<file path="config.mk">
export PLATFORM = sky130hd
export DESIGN_NAME = sync_mode_sequencer
export DESIGN_NICKNAME = d
export VERILOG_FILES = /design/src/rtl/sync_ctrl_pkg.sv /design/src/rtl/sync_mode_sequencer_cycle_timer.sv /design/src/rtl/sync_mode_sequencer.sv
export SDC_FILE = /design/constraint.sdc
export NUM_CORES = 1
export LEC_CHECK = 0
export ABC_AREA = 1
export ABC_CLOCK_PERIOD_IN_PS = 2100
export CELL_PAD_IN_SITES_DETAIL_PLACEMENT = 1
export CELL_PAD_IN_SITES_GLOBAL_PLACEMENT = 1
export CORE_ASPECT_RATIO = 1.75
export CORE_MARGIN = 2
export CORE_UTILIZATION = 34
export CTS_BUF_LIST = sky130_fd_sc_hd__clkbuf_4 sky130_fd_sc_hd__clkbuf_8
export DETAILED_ROUTE_END_ITERATION = 8
export PLACE_DENSITY_LB_ADDON = 0.3
export SYNTH_ARGS = -nofsm -noshare
export SYNTH_HDL_FRONTEND = slang
export SYNTH_HIERARCHICAL = 1
export SYNTH_SLANG_ARGS = --single-unit
</file>
<file path="constraint.sdc">
create_clock -name clk -period 2.1 [get_ports clk]
set_input_delay 0.315 -clock clk [delete_from_list [all_inputs] [get_ports clk]]
set_output_delay 0.315 -clock clk [all_outputs]
set_load 0.05 [all_outputs]
</file>
<file path="src/rtl/sync_ctrl_pkg.sv">
// Shared definitions for the synchronizer self-test sequencer: mode codes, FSM states,
// the stimulus pattern table and the mode_mask bit to mode-code mapping.
package sync_ctrl_pkg;

    localparam logic [2:0] MODE_REG  = 3'd0;
    localparam logic [2:0] MODE_CLK2 = 3'd1;
    localparam logic [2:0] MODE_2FF  = 3'd2;
    localparam logic [2:0] MODE_STB  = 3'd4;

    localparam int NUM_PATTERNS = 4;

    typedef enum logic [2:0] {
        IDLE,
        SELECT,
        DRIVE,
        STROBE,
        SETTLE,
        CHECK,
        DONE
    } state_t;

    function automatic logic [7:0] pattern_byte(input logic [1:0] idx);
        case (idx)
            2'd0:    return 8'h55;
            2'd1:    return 8'hFF;
            2'd2:    return 8'h00;
            default: return 8'hAA;
        endcase
    endfunction

    function automatic logic [2:0] mode_code(input logic [1:0] bit_idx);
        case (bit_idx)
            2'd0:    return MODE_REG;
            2'd1:    return MODE_CLK2;
            2'd2:    return MODE_2FF;
            default: return MODE_STB;
        endcase
    endfunction

endpackage

</file>
<file path="src/rtl/sync_mode_sequencer_cycle_timer.sv">
// Loadable down-counter with a zero flag; the sequencer reloads it on every state entry.
module cycle_timer #(
    parameter int W = 3
) (
    input  logic         clk,
    input  logic         rst,
    input  logic         i_load,
    input  logic [W-1:0] i_load_val,
    output logic         o_zero
);

    logic [W-1:0] r_cnt;

    always_ff @(posedge clk) begin
        if (rst) begin
            r_cnt <= '0;
        end else if (i_load) begin
            r_cnt <= i_load_val;
        end else if (r_cnt != '0) begin
            r_cnt <= r_cnt - 1'b1;
        end
    end

    assign o_zero = (r_cnt == '0);

endmodule

</file>
<file path="src/rtl/sync_mode_sequencer.sv">
// Self-test sequencer: walks the enabled datapath modes, drives the stimulus patterns,
// and counts mismatches between returned data and stimulus. All outputs are registered.
module sync_mode_sequencer
    import sync_ctrl_pkg::*;
#(
    parameter int WIDTH         = 8,
    parameter int SETUP_CYCLES  = 2,
    parameter int STB_CYCLES    = 2,
    parameter int SETTLE_CYCLES = 8,
    parameter int ERR_W         = 4
) (
    input  logic             clk,
    input  logic             rst,
    input  logic             start,
    input  logic             abort,
    input  logic [3:0]       mode_mask,
    input  logic [WIDTH-1:0] data_in,
    output logic [2:0]       sel,
    output logic             stb,
    output logic [WIDTH-1:0] data_out,
    output logic             busy,
    output logic             done,
    output logic             pass,
    output logic [ERR_W-1:0] err_count
);

    localparam int MAX_A   = (SETUP_CYCLES > STB_CYCLES) ? SETUP_CYCLES : STB_CYCLES;
    localparam int MAX_CYC = (MAX_A > SETTLE_CYCLES) ? MAX_A : SETTLE_CYCLES;
    localparam int TW      = (MAX_CYC > 1) ? $clog2(MAX_CYC) : 1;

    localparam logic [TW-1:0] LD_SETUP  = TW'(SETUP_CYCLES - 1);
    localparam logic [TW-1:0] LD_STB    = TW'(STB_CYCLES - 1);
    localparam logic [TW-1:0] LD_SETTLE = TW'(SETTLE_CYCLES - 1);

    function automatic logic [ERR_W-1:0] sat_inc(input logic [ERR_W-1:0] v);
        return (v == '1) ? v : v + 1'b1;
    endfunction

    function automatic logic [WIDTH-1:0] pattern_w(input logic [1:0] idx);
        return WIDTH'(pattern_byte(idx));
    endfunction

    state_t             r_state, w_state_nx;
    logic [2:0]         r_sel, w_sel_nx;
    logic               r_stb, w_stb_nx;
    logic [WIDTH-1:0]   r_dout, w_dout_nx;
    logic               r_busy, w_busy_nx;
    logic               r_done, w_done_nx;
    logic               r_pass, w_pass_nx;
    logic [ERR_W-1:0]   r_err, w_err_nx, w_err_chk;
    logic [1:0]         r_idx, w_idx_nx;
    logic [1:0]         r_bit, w_bit_nx;
    logic [3:0]         r_mask, w_mask_nx;
    logic [1:0]         w_first_bit, w_next_bit;
    logic               w_has_next;
    logic               w_zero, w_load;
    logic [TW-1:0]      w_load_val;

    cycle_timer #(.W(TW)) u_timer (
        .clk        (clk),
        .rst        (rst),
        .i_load     (w_load),
        .i_load_val (w_load_val),
        .o_zero     (w_zero)
    );

    // Lowest enabled mode for a new run, and the next enabled mode above the current one.
    always_comb begin
        w_first_bit = 2'd0;
        w_next_bit  = r_bit;
        w_has_next  = 1'b0;
        for (int b = 3; b >= 0; b--) begin
            if (mode_mask[b]) w_first_bit = 2'(b);
            if (r_mask[b] && (b > int'(r_bit))) begin
                w_next_bit = 2'(b);
                w_has_next = 1'b1;
            end
        end
    end

    assign w_err_chk = (data_in != pattern_w(r_idx)) ? sat_inc(r_err) : r_err;

    always_comb begin
        w_state_nx = r_state;
        w_sel_nx   = r_sel;
        w_stb_nx   = 1'b0;
        w_dout_nx  = r_dout;
        w_busy_nx  = r_busy;
        w_done_nx  = r_done;
        w_pass_nx  = r_pass;
        w_err_nx   = r_err;
        w_idx_nx   = r_idx;
        w_bit_nx   = r_bit;
        w_mask_nx  = r_mask;
        case (r_state)
            IDLE, DONE: begin
                if (start && !abort) begin
                    w_err_nx  = '0;
                    w_mask_nx = mode_mask;
                    if (mode_mask == 4'b0000) begin
                        w_state_nx = DONE;
                        w_busy_nx  = 1'b0;
                        w_done_nx  = 1'b1;
                        w_pass_nx  = 1'b1;
                    end else begin
                        w_state_nx = SELECT;
                        w_busy_nx  = 1'b1;
                        w_done_nx  = 1'b0;
                        w_pass_nx  = 1'b0;
                        w_bit_nx   = w_first_bit;
                        w_sel_nx   = mode_code(w_first_bit);
                    end
                end
            end
            SELECT: begin
                if (w_zero) begin
                    w_state_nx = DRIVE;
                    w_idx_nx   = 2'd0;
                    w_dout_nx  = pattern_w(2'd0);
                end
            end
            DRIVE: begin
                if (w_zero) begin
                    if (r_sel == MODE_STB) begin
                        w_state_nx = STROBE;
                        w_stb_nx   = 1'b1;
                    end else begin
                        w_state_nx = SETTLE;
                    end
                end
            end
            STROBE: begin
                if (w_zero) w_state_nx = SETTLE;
                else        w_stb_nx   = 1'b1;
            end
            SETTLE: begin
                if (w_zero) w_state_nx = CHECK;
            end
            CHECK: begin
                w_err_nx = w_err_chk;
                if (r_idx != 2'(NUM_PATTERNS - 1)) begin
                    w_state_nx = DRIVE;
                    w_idx_nx   = r_idx + 2'd1;
                    w_dout_nx  = pattern_w(r_idx + 2'd1);
                end else if (w_has_next) begin
                    w_state_nx = SELECT;
                    w_bit_nx   = w_next_bit;
                    w_sel_nx   = mode_code(w_next_bit);
                end else begin
                    w_state_nx = DONE;
                    w_busy_nx  = 1'b0;
                    w_done_nx  = 1'b1;
                    w_pass_nx  = (w_err_chk == '0);
                end
            end
            default: w_state_nx = IDLE;
        endcase

        // Abort from any busy state behaves exactly like a reset of the outputs.
        if (abort && (r_state != IDLE) && (r_state != DONE)) begin
            w_state_nx = IDLE;
            w_sel_nx   = MODE_REG;
            w_stb_nx   = 1'b0;
            w_dout_nx  = '0;
            w_busy_nx  = 1'b0;
            w_done_nx  = 1'b0;
            w_pass_nx  = 1'b0;
            w_err_nx   = '0;
            w_idx_nx   = 2'd0;
            w_bit_nx   = 2'd0;
            w_mask_nx  = 4'b0000;
        end
    end

    always_comb begin
        w_load = (w_state_nx != r_state);
        case (w_state_nx)
            DRIVE:   w_load_val = LD_SETUP;
            STROBE:  w_load_val = LD_STB;
            SETTLE:  w_load_val = LD_SETTLE;
            default: w_load_val = '0;
        endcase
    end

    always_ff @(posedge clk) begin
        if (rst) begin
            r_state <= IDLE;
            r_sel   <= MODE_REG;
            r_stb   <= 1'b0;
            r_dout  <= '0;
            r_busy  <= 1'b0;
            r_done  <= 1'b0;
            r_pass  <= 1'b0;
            r_err   <= '0;
            r_idx   <= 2'd0;
            r_bit   <= 2'd0;
            r_mask  <= 4'b0000;
        end else begin
            r_state <= w_state_nx;
            r_sel   <= w_sel_nx;
            r_stb   <= w_stb_nx;
            r_dout  <= w_dout_nx;
            r_busy  <= w_busy_nx;
            r_done  <= w_done_nx;
            r_pass  <= w_pass_nx;
            r_err   <= w_err_nx;
            r_idx   <= w_idx_nx;
            r_bit   <= w_bit_nx;
            r_mask  <= w_mask_nx;
        end
    end

    assign sel       = r_sel;
    assign stb       = r_stb;
    assign data_out  = r_dout;
    assign busy      = r_busy;
    assign done      = r_done;
    assign pass      = r_pass;
    assign err_count = r_err;

endmodule

</file>
-- Yosys cells after proc, flatten, opt, wreduce, memory -nomap -nowiden
Index checks and enable logic that the tools add are counted.
- flip-flop bits (word level): 33
- input port bits: 16
- output and inout port bits: 19
- word-level logic and storage cells: 141
- reduce and logical (&&, ||, !) cells: 28
- equal/unequal tests: 30
- magnitude comparators: 3
- $add $sub $neg: 3
- multiplexer cells: 65
- operators with widths (cell ; number):
    2-to-1 mux 3 bit ; 16
    one-hot mux 8 bit (3 select lines) ; 2
    2-to-1 mux 2 bit ; 13
    one-hot mux 3 bit (3 select lines) ; 2
    one-hot mux 3 bit (6 select lines) ; 1
    2-to-1 mux 1 bit ; 16
    2-to-1 mux 8 bit ; 2
    one-hot mux 8 bit (2 select lines) ; 1
    equality test 3 bit, second input constant ; 5
    != test 2 bit, second input constant ; 7
    equality test 3 x 2 -> 1 bit, second input constant ; 4
    2-to-1 mux 4 bit ; 3
    one-hot mux 3 bit (2 select lines) ; 2
    equality test 2 x 1 -> 1 bit, second input constant ; 4
    equality test 2 bit, second input constant ; 4
    logical NOT 2 bit ; 4
    logical NOT 4 bit ; 2
    != test 8 bit ; 1
    one-hot mux 1 bit (2 select lines) ; 4
    one-hot mux 2 bit (2 select lines) ; 2
    one-hot mux 4 bit (2 select lines) ; 1
    logical AND 1 bit ; 6
    logical NOT 3 bit ; 2
    nonzero test 2 bit ; 3
    17 further kinds ; 22

-- Depth between registers and ports, before layout
- depth in word-level cells: 13
- mapped depth: 19
- mapped depth without buffers: 19

-- Hierarchy
Netlist, hierarchy kept.
- modules (own cells, without submodules) (module ; sequential area each (um2) ; cells an instance ; instances ; area each (um2)):
    sync_mode_sequencer ; 440.4 ; 254 ; 1 ; 1655.3
    cycle_timer ; 60.1 ; 28 ; 1 ; 198.9

-- Worst setup path after synthesis
OpenSTA, ideal clock, no wires.
- path type: reg-to-reg
- start: reg u_timer.r_cnt[0]
- end: reg u_timer.r_cnt[1]
- data arrival time: 2.036 ns
- cell stages (with the launch flop): 18
- clock period less this slack: 2.150 ns
- path slack: -0.050 ns
- cells stage by stage: dfxtp_1 > inv_1 > ha_1 > inv_1 > nor2_1 > nand4_1 > o21ai_0 > nand3_1 > nor2_1 > o21ai_1 > nand2_1 > nand2_1 > nand2_1 > nand4_1 > inv_2 > nand3_2 > o21bai_1 > nor2_1
- RTL lines (item ; RTL line ; RTL):
    start: declaration ; sync_mode_sequencer_cycle_timer.sv:12 ; logic [W-1:0] r_cnt;
    start signal: assignment ; sync_mode_sequencer_cycle_timer.sv:18 ; r_cnt <= i_load_val;
    start signal: assignment ; sync_mode_sequencer_cycle_timer.sv:20 ; r_cnt <= r_cnt - 1'b1;
    logical NOT 3 bit * ; sync_mode_sequencer_cycle_timer.sv:24 ; assign o_zero = (r_cnt == '0);
    net w_zero ; sync_mode_sequencer.sv:56 ; logic w_zero, w_load;
    2-to-1 mux 3 bit, on equally long branches ; -- ;
    one-hot mux 3 bit (6 select lines) * ; sync_mode_sequencer.sv:95 ; case (r_state)
    2-to-1 mux 3 bit * ; sync_mode_sequencer.sv:160 ; if (abort && (r_state != IDLE) && (r_state != DONE)) begin
    != test 3 bit * ; sync_mode_sequencer.sv:176 ; w_load = (w_state_nx != r_state);
    net w_load ; sync_mode_sequencer.sv:56 ;
    2-to-1 mux 3 bit or nonzero test 2 bit (tied branches) ; -- ;
Mark *: on every way through the listed nets, which the timed path passes. The rest lies on a longest branch. The select of a mux whose other input is x is not followed.
A chain may end at the register's enable or synchronous reset.

-- Worst setup path after layout
Same ends and word-level chain as after synthesis.

==> reports/metrics.cfg <==
[job]
cap_violations=0

[setup_path]
regToRegStartpoint=u_timer/r_cnt[0]
crit_end=u_timer/r_cnt[1]
cp_max_fo=6
critPathMaxStageDelay_ns=0.34
cp.depth=18
regToRegSetupSlack_ns=-0.20
cp_slowest_cell=dfxtp_2
r2r-end=u_timer/r_cnt[1]
path_cells=inv_2 > ha_4 > inv_2 > nor2_4 > nand4_1 > o21ai_1 > nand3_1 > nor2_2 > o21ai_2 > nand2_1 > nand2_1 > nand2_1 > nand4_1 > buf_6 > inv_4 > nand3_4 > o21bai_1 > nor2_1
cp_common_cell=nand2_1
critPathArrivalTime_ns=2.49
cp_top_family=simple AND/OR/NAND/NOR gates
required_ns=2.29
cp-startpoint=u_timer/r_cnt[0]
critPathKind=register to register
end_kind=register
worst-path-buf-inv=4
critPathLaunchType=register
r2r_cells=18

[detailed_routing]
dr.pass1.iters=4
initialDrtViolationCount=38
wirelength_um=5874
vias=2100
wl_per_cell_um=14.26
vias_per_cell=5.097
drc=0
detail-route-antenna-nets=0

[synth]
ys_ff_latch=25
avgSynthCellArea_um2=6.575
syn-num-nets=305
syn_inst=282
ys_seq_area_share_pct=26.99
yosys_warnings=6
syn_area_um2=1854
synth.distinct_cells=32

[floorplanning]
io_pins=35
rows=35
die_h_um=101.7
dieArea_um2=6084
initial_core_util_pct=35.29
die_w_um=59.83
coreArea_um2=5255

[clock_tree]
cts_root_buffer=clkbuf_8
clk_latency_ns=0.28
clockBufferDepth=2
cts_tree=done
cts_buffers=3
hold_buffers=0
htree_levels=1
cts.clk_slew.worst_paths_ns=0.10
clock-sinks=25

[timing]
min_period_ns=2.301
fin_skew_ns=0.01220
worst_pin_slew_ns=0.5130
rsz0062_at_grt=yes
period_share_pct=109.6
hold_viol=0
max_freq_mhz=434.7
setup_ws_ns=-0.2006
setup_viol=3
finalHoldWorstSlack_ns=0.4841
relSlewSlack_pct=65.69
maxSlewViolCount=0

[global_routing]
grt.overflow.total=0
grt_max_degree=20
grt_pass1_wl_um=9542
grt_pass1_vias=2120
track_usage_pct=20.33
antenna_found_initial=0

[final_layout]
fillCellCount=682
layout.cells.most_common_list=nand2_1 (67), buf_4 (42), clkdlybuf4s50_1 (34), inv_1 (32), nor2_1 (29)
fin_area_um2=2743
finalNetCount=381
final_common_cell=nand2_1
num_antenna_cells=0
final_cells=412
area_growth_pct=47.91
drive_gt1_share_pct=31.65

[power]
totalPowerFinal_w=0.002650
power_density_nw_per_um2=966.4
p_leak_nw=1.220
peakVddDrop_uv=838.5

[placement]
globalplace.congestion=0.8942
dpl_cell_area_um2=2462
dp_hpwl_um=4450
pre_cts_ws_ns=-0.3245
placed_cells=396
io_buffers=34

[hold_path]
min-delay-start=busy
hp-class=register to register

[status]
violations=negative setup slack
status=complete, but fails checks

-- where the power goes --
| part | internal (W) | switching, W | total [W] |
|---|---|---|---|
| registers | 0.000561 | 0.0000658 | 0.000627 |
| clock network | 0.000149 | 0.000173 | 0.000323 |
| logic | 0.000728 | 0.000973 | 0.00170 |
-- kinds of logic (layout without fill, tap and decap cells) --
kind of cell    after synthesis  after routing  share of synthesized area (%)
buf+inv                      54            129                          13.22
fa+ha+maj                     7              7                          4.723
compound gates               43             43                          17.14
simple gates                150            150                          36.50
xor+xnor                      3              3                          1.417
flops                        25             25                          26.99
-- area by class of cell --
type	instances	area (um^2)	area share [%]
repair buffers	81	720.7	26.28
inverters	44	168.9	6.159
well taps	55	68.82	2.509
flip-flops and latches	25	505.5	18.43
multi-input cells	203	1230	44.84
clock buffers	4	48.80	1.779
-- stage by stage --
| stage | setup TNS, ns | util [%] |
|---|---|---|
| 2_1_floorplan | 0 | - |
| 3_3_place_gp | -0.6943 | 46.86 |
| 3_5_place_dp | -0.8798 | 46.86 |
| 4_1_cts | -0.2606 | 50.90 |
| 5_1_grt | -0.8175 | 52.19 |
| 6_report | -0.5481 | 52.19 |
-- flip-flops by register name, summed over array words and instances, names as in the netlist --
signal         count
r_mask             3
r_bit              2
u_timer/r_cnt      3
stb                1
data_out           2
done               1
pass               1
r_state            3
busy               1
r_idx              1
err_count          4
sel                3
-- tightest hold or removal path, stage by stage, from the launching register on --
cell	delay (ns)
dfxtp_1	0.33
nand2_1	0.08
a21oi_2	0.05
-- worst min path at each step --
stage	to	slack, ns	cells past startpoint
2_1_floorplan	u_timer/r_cnt[0]	0.38	1
3_3_place_gp	busy	0.46	2
3_5_place_dp	busy	0.47	2
4_1_cts	busy	0.48	2
5_1_grt	busy	0.50	2
6_report	busy	0.48	2
-- metal layers --
layer	vias up	wire length, um	global-route usage, %
li1	1053	-	-
met1	998	2112	19.47
met2	35	3464	41.47
met3	14	126	2.299
met4	0	170	7.009
met5	-	0	0
-- synth_stat cells --
cell type / count / share of area (%)
nand2_1: 73 / 15
inv_1: 37 / 7.5
nor2_1: 33 / 6.7
dfxtp_1: 25 / 27
nand3_1: 18 / 4.9
a21oi_2: 11 / 5.2
o21ai_0: 10 / 2.7
buf_4: 9 / 3.6
a211oi_1: 7 / 2.8
ha_1: 7 / 4.7
nand4_1: 7 / 2.4
a21oi_1: 6 / 1.6
inv_2: 6 / 1.2
nand2_2: 4 / 1.3
nor3_1: 4 / 1.1
nor2_2: 3 / 1.0
o21ai_1: 3 / 0.81
nand2_4: 2 / 1.2
o22ai_1: 2 / 0.67
or2_1: 2 / 0.67
xor2_1: 2 / 0.94
a211oi_2: 1 / 0.67
buf_6: 1 / 0.61
clkinv_2: 1 / 0.27
nand3_2: 1 / 0.54
nand3b_1: 1 / 0.41
nand4_4: 1 / 1.1
nor3b_1: 1 / 0.41
o2111ai_2: 1 / 0.81
o2111ai_4: 1 / 1.4
o21bai_1: 1 / 0.41
xnor2_1: 1 / 0.47
-- repair_timing --
action	CTS	global route
buffers inserted	8	4
endpoints found under the setup margin	3	4
pin swaps	11	5
resized for setup	30	12
No activity file was read; power rests on OpenSTA's default activity.
==> edit (same settings) <==
The 7 states of `state_t` get a one-hot encoding in 7 bits.
--- a/src/rtl/sync_ctrl_pkg.sv
+++ b/src/rtl/sync_ctrl_pkg.sv
@@ -10,12 +10,12 @@
     localparam int NUM_PATTERNS = 4;
 
-    typedef enum logic [2:0] {
-        IDLE,
-        SELECT,
-        DRIVE,
-        STROBE,
-        SETTLE,
-        CHECK,
-        DONE
+    typedef enum logic [6:0] {
+        IDLE   = 7'b0000001,
+        SELECT = 7'b0000010,
+        DRIVE  = 7'b0000100,
+        STROBE = 7'b0001000,
+        SETTLE = 7'b0010000,
+        CHECK  = 7'b0100000,
+        DONE   = 7'b1000000
     } state_t;
 
Behaviour: no difference found for any inputs over 10 cycles, from zero or initial values and one cycle with rst high; not proved beyond that.
==> edit against the unedited design <==
The flow still finishes with violations (setup timing). Power is 1.1% lower. Synthesized cell count is 20% higher. Clock skew is 2.8 ps lower. Cell area is 17% higher. Wire length is 35% higher. Sequential share of layout area is 0.14 points lower. Final cell count is 23% higher. Via count is 25% higher. Global-route usage is 2.7 points higher. Sequential cell count is 4 higher. Synthesized area is 13% higher. Setup slack worse by 1.9 ps. Count of clock-buffer cells in the layout is 3 higher. Largest cell class unchanged. Largest power group unchanged.
==> edit: results (changes against the unedited design) <==
Synth area leaders - dfxtp_1, nand2_1, inv_1, nand3_1, a21oi_1 (was dfxtp_1, nand2_1, inv_1, nor2_1, a21oi_2)
Worst Reg2Reg Path Length in Cells - 17 (was 18)
Overall Global Routing Usage - 0.2299 (was 0.2033)
Seq/Total Area, Yosys - 0.2759 (was 0.2699)
vias - 2629 (was 2100)
P_leak - 0.001467 µW (was 0.001220 µW)
dpl hpwl - 5772 µm (was 4450 µm)
Netlist cell types - 37 (was 32)
syn_nets - 361 (was 305)
failing checks - setup timing (unchanged)
Cell Area, Placed - 2828 µm² (was 2462 µm²)
setup tns final - -593.4 ps (was -548.1 ps)
initial DRC count - 85 (was 38)
r2r endpoint - u_timer/r_cnt[0] (was u_timer/r_cnt[1])
vias in the first global route - 2824 (was 2120)
first-pass GRT wire length - 12410 µm (was 9542 µm)
Routed WL - 7947 µm (was 5874 µm)
antenna violations before repair - 0 (unchanged)
HP Start - pass (was busy)
worst slew pin tran - 503.1 ps (was 513.0 ps)
largest net degree at the start of global routing - 19 (was 20)
CTS H-tree depth - 2 (was 1)
NumNets Final - 449 (was 381)
Worst-path clk slew - 70 ps (was 100 ps)
Peak supply drop - 595.3 µV (was 838.5 µV)
Post-synth top cells - nand2_1, inv_1, nand3_1 (was nand2_1, inv_1, nor2_1)
# setup viols final - 3 (unchanged)
outcome - complete, but fails checks (unchanged)
Fillers - 842 (was 682)
share of layout cells above drive strength 1 - 0.2904 (was 0.3165)
largest register by flop count - r_state
max reg flops - 7 (was 4)
final worst slack - -202.5 ps (was -200.6 ps)
Hold Path Sink - pass (was busy)
Num CTS Buffers - 5 (was 3)
GPL Wtd Cong - 0.8289 (was 0.8942)
worst-case clock skew - 9.361 ps (was 12.20 ps)
dominant synthesized flop cell - dfxtp_1 (unchanged)
-- edit: what timing repair did --
item	4_1_cts	5_1_grt
buffers inserted	6	5
pin swaps	11	18
gates resized for setup	20	29
endpoints found under the setup margin	3	10
-- edit: worst max path at each step --
stage	start	endpoint	slack, ps	cells after the start
6_report	r_state[1]	u_timer/r_cnt[0]	-200	17
5_1_grt	u_timer/r_cnt[1]	u_timer/r_cnt[0]	-320	17
4_1_cts	u_timer/r_cnt[1]	u_timer/r_cnt[1]	-150	17
3_5_place_dp	mode_mask[3]	u_timer/r_cnt[1]	-370	17
3_3_place_gp	mode_mask[3]	u_timer/r_cnt[1]	-240	17
2_1_floorplan	u_timer/r_cnt[0]	u_timer/r_cnt[1]	5	17
-- edit: kinds of logic (layout without fill, tap and decap cells) --
family | Yosys count | count (layout) | synth area share
AOI/OAI and AO/OA | 53 | 53 | 0.1427
xor gates and xnor gates | 3 | 3 | 0.01249
adders and majority gates | 7 | 7 | 0.04162
buffers and inverters | 64 | 153 | 0.1344
DFF | 29 | 29 | 0.2759
and+or+nand+nor | 182 | 182 | 0.3930
-- edit: per-stage QoR --
stage | std cells | hold slack (ps) | setup slack [ps] | util
after detailed placement | 486 | 466.1 | -370.5 | 0.4772
after global routing | 505 | 509.4 | -322.3 | 0.5403
after global placement | 486 | 458.5 | -236.8 | 0.4772
final | 505 | 471.6 | -202.5 | 0.5403
after floorplan | 338 | 377.4 | 5.086 | -
after CTS | 500 | 476.6 | -148.3 | 0.5175
-- edit: cell type report --
class	count	area (µm²)	area share
multi-input cells	245	1413	0.4412
clock inverters	1	30.03	0.009379
repair buffers	91	775.7	0.2423
clock buffers	7	90.09	0.02814
well taps	78	97.59	0.03048
flip-flops and latches	29	585.6	0.1829
inverters	54	210.2	0.06565
-- edit: worst max-delay path, delay by kind of cell, from the launching register on --
kind / cells / cell delay, ps
buf+inv: 2 / 210
simple gates: 12 / 1360
compound gates: 3 / 280
flops: 1 / 350
-- edit: metal layers --
metal,vias up,GRT usage,share of wire
li1,1264,-,-
met1,1259,0.2004,0.33
met2,70,0.4737,0.58
met3,36,0.03746,0.025
met4,0,0.1304,0.057
met5,-,0,0
-- edit: report_power, final --
group / leakage [µW] / internal (µW) / switching, µW
Sequential: 0.000237 / 605 / 43.0
Combinational: 0.00117 / 584 / 762
Clock: 0.0000619 / 400 / 229
Total: 0.00147 / 1590 / 1030
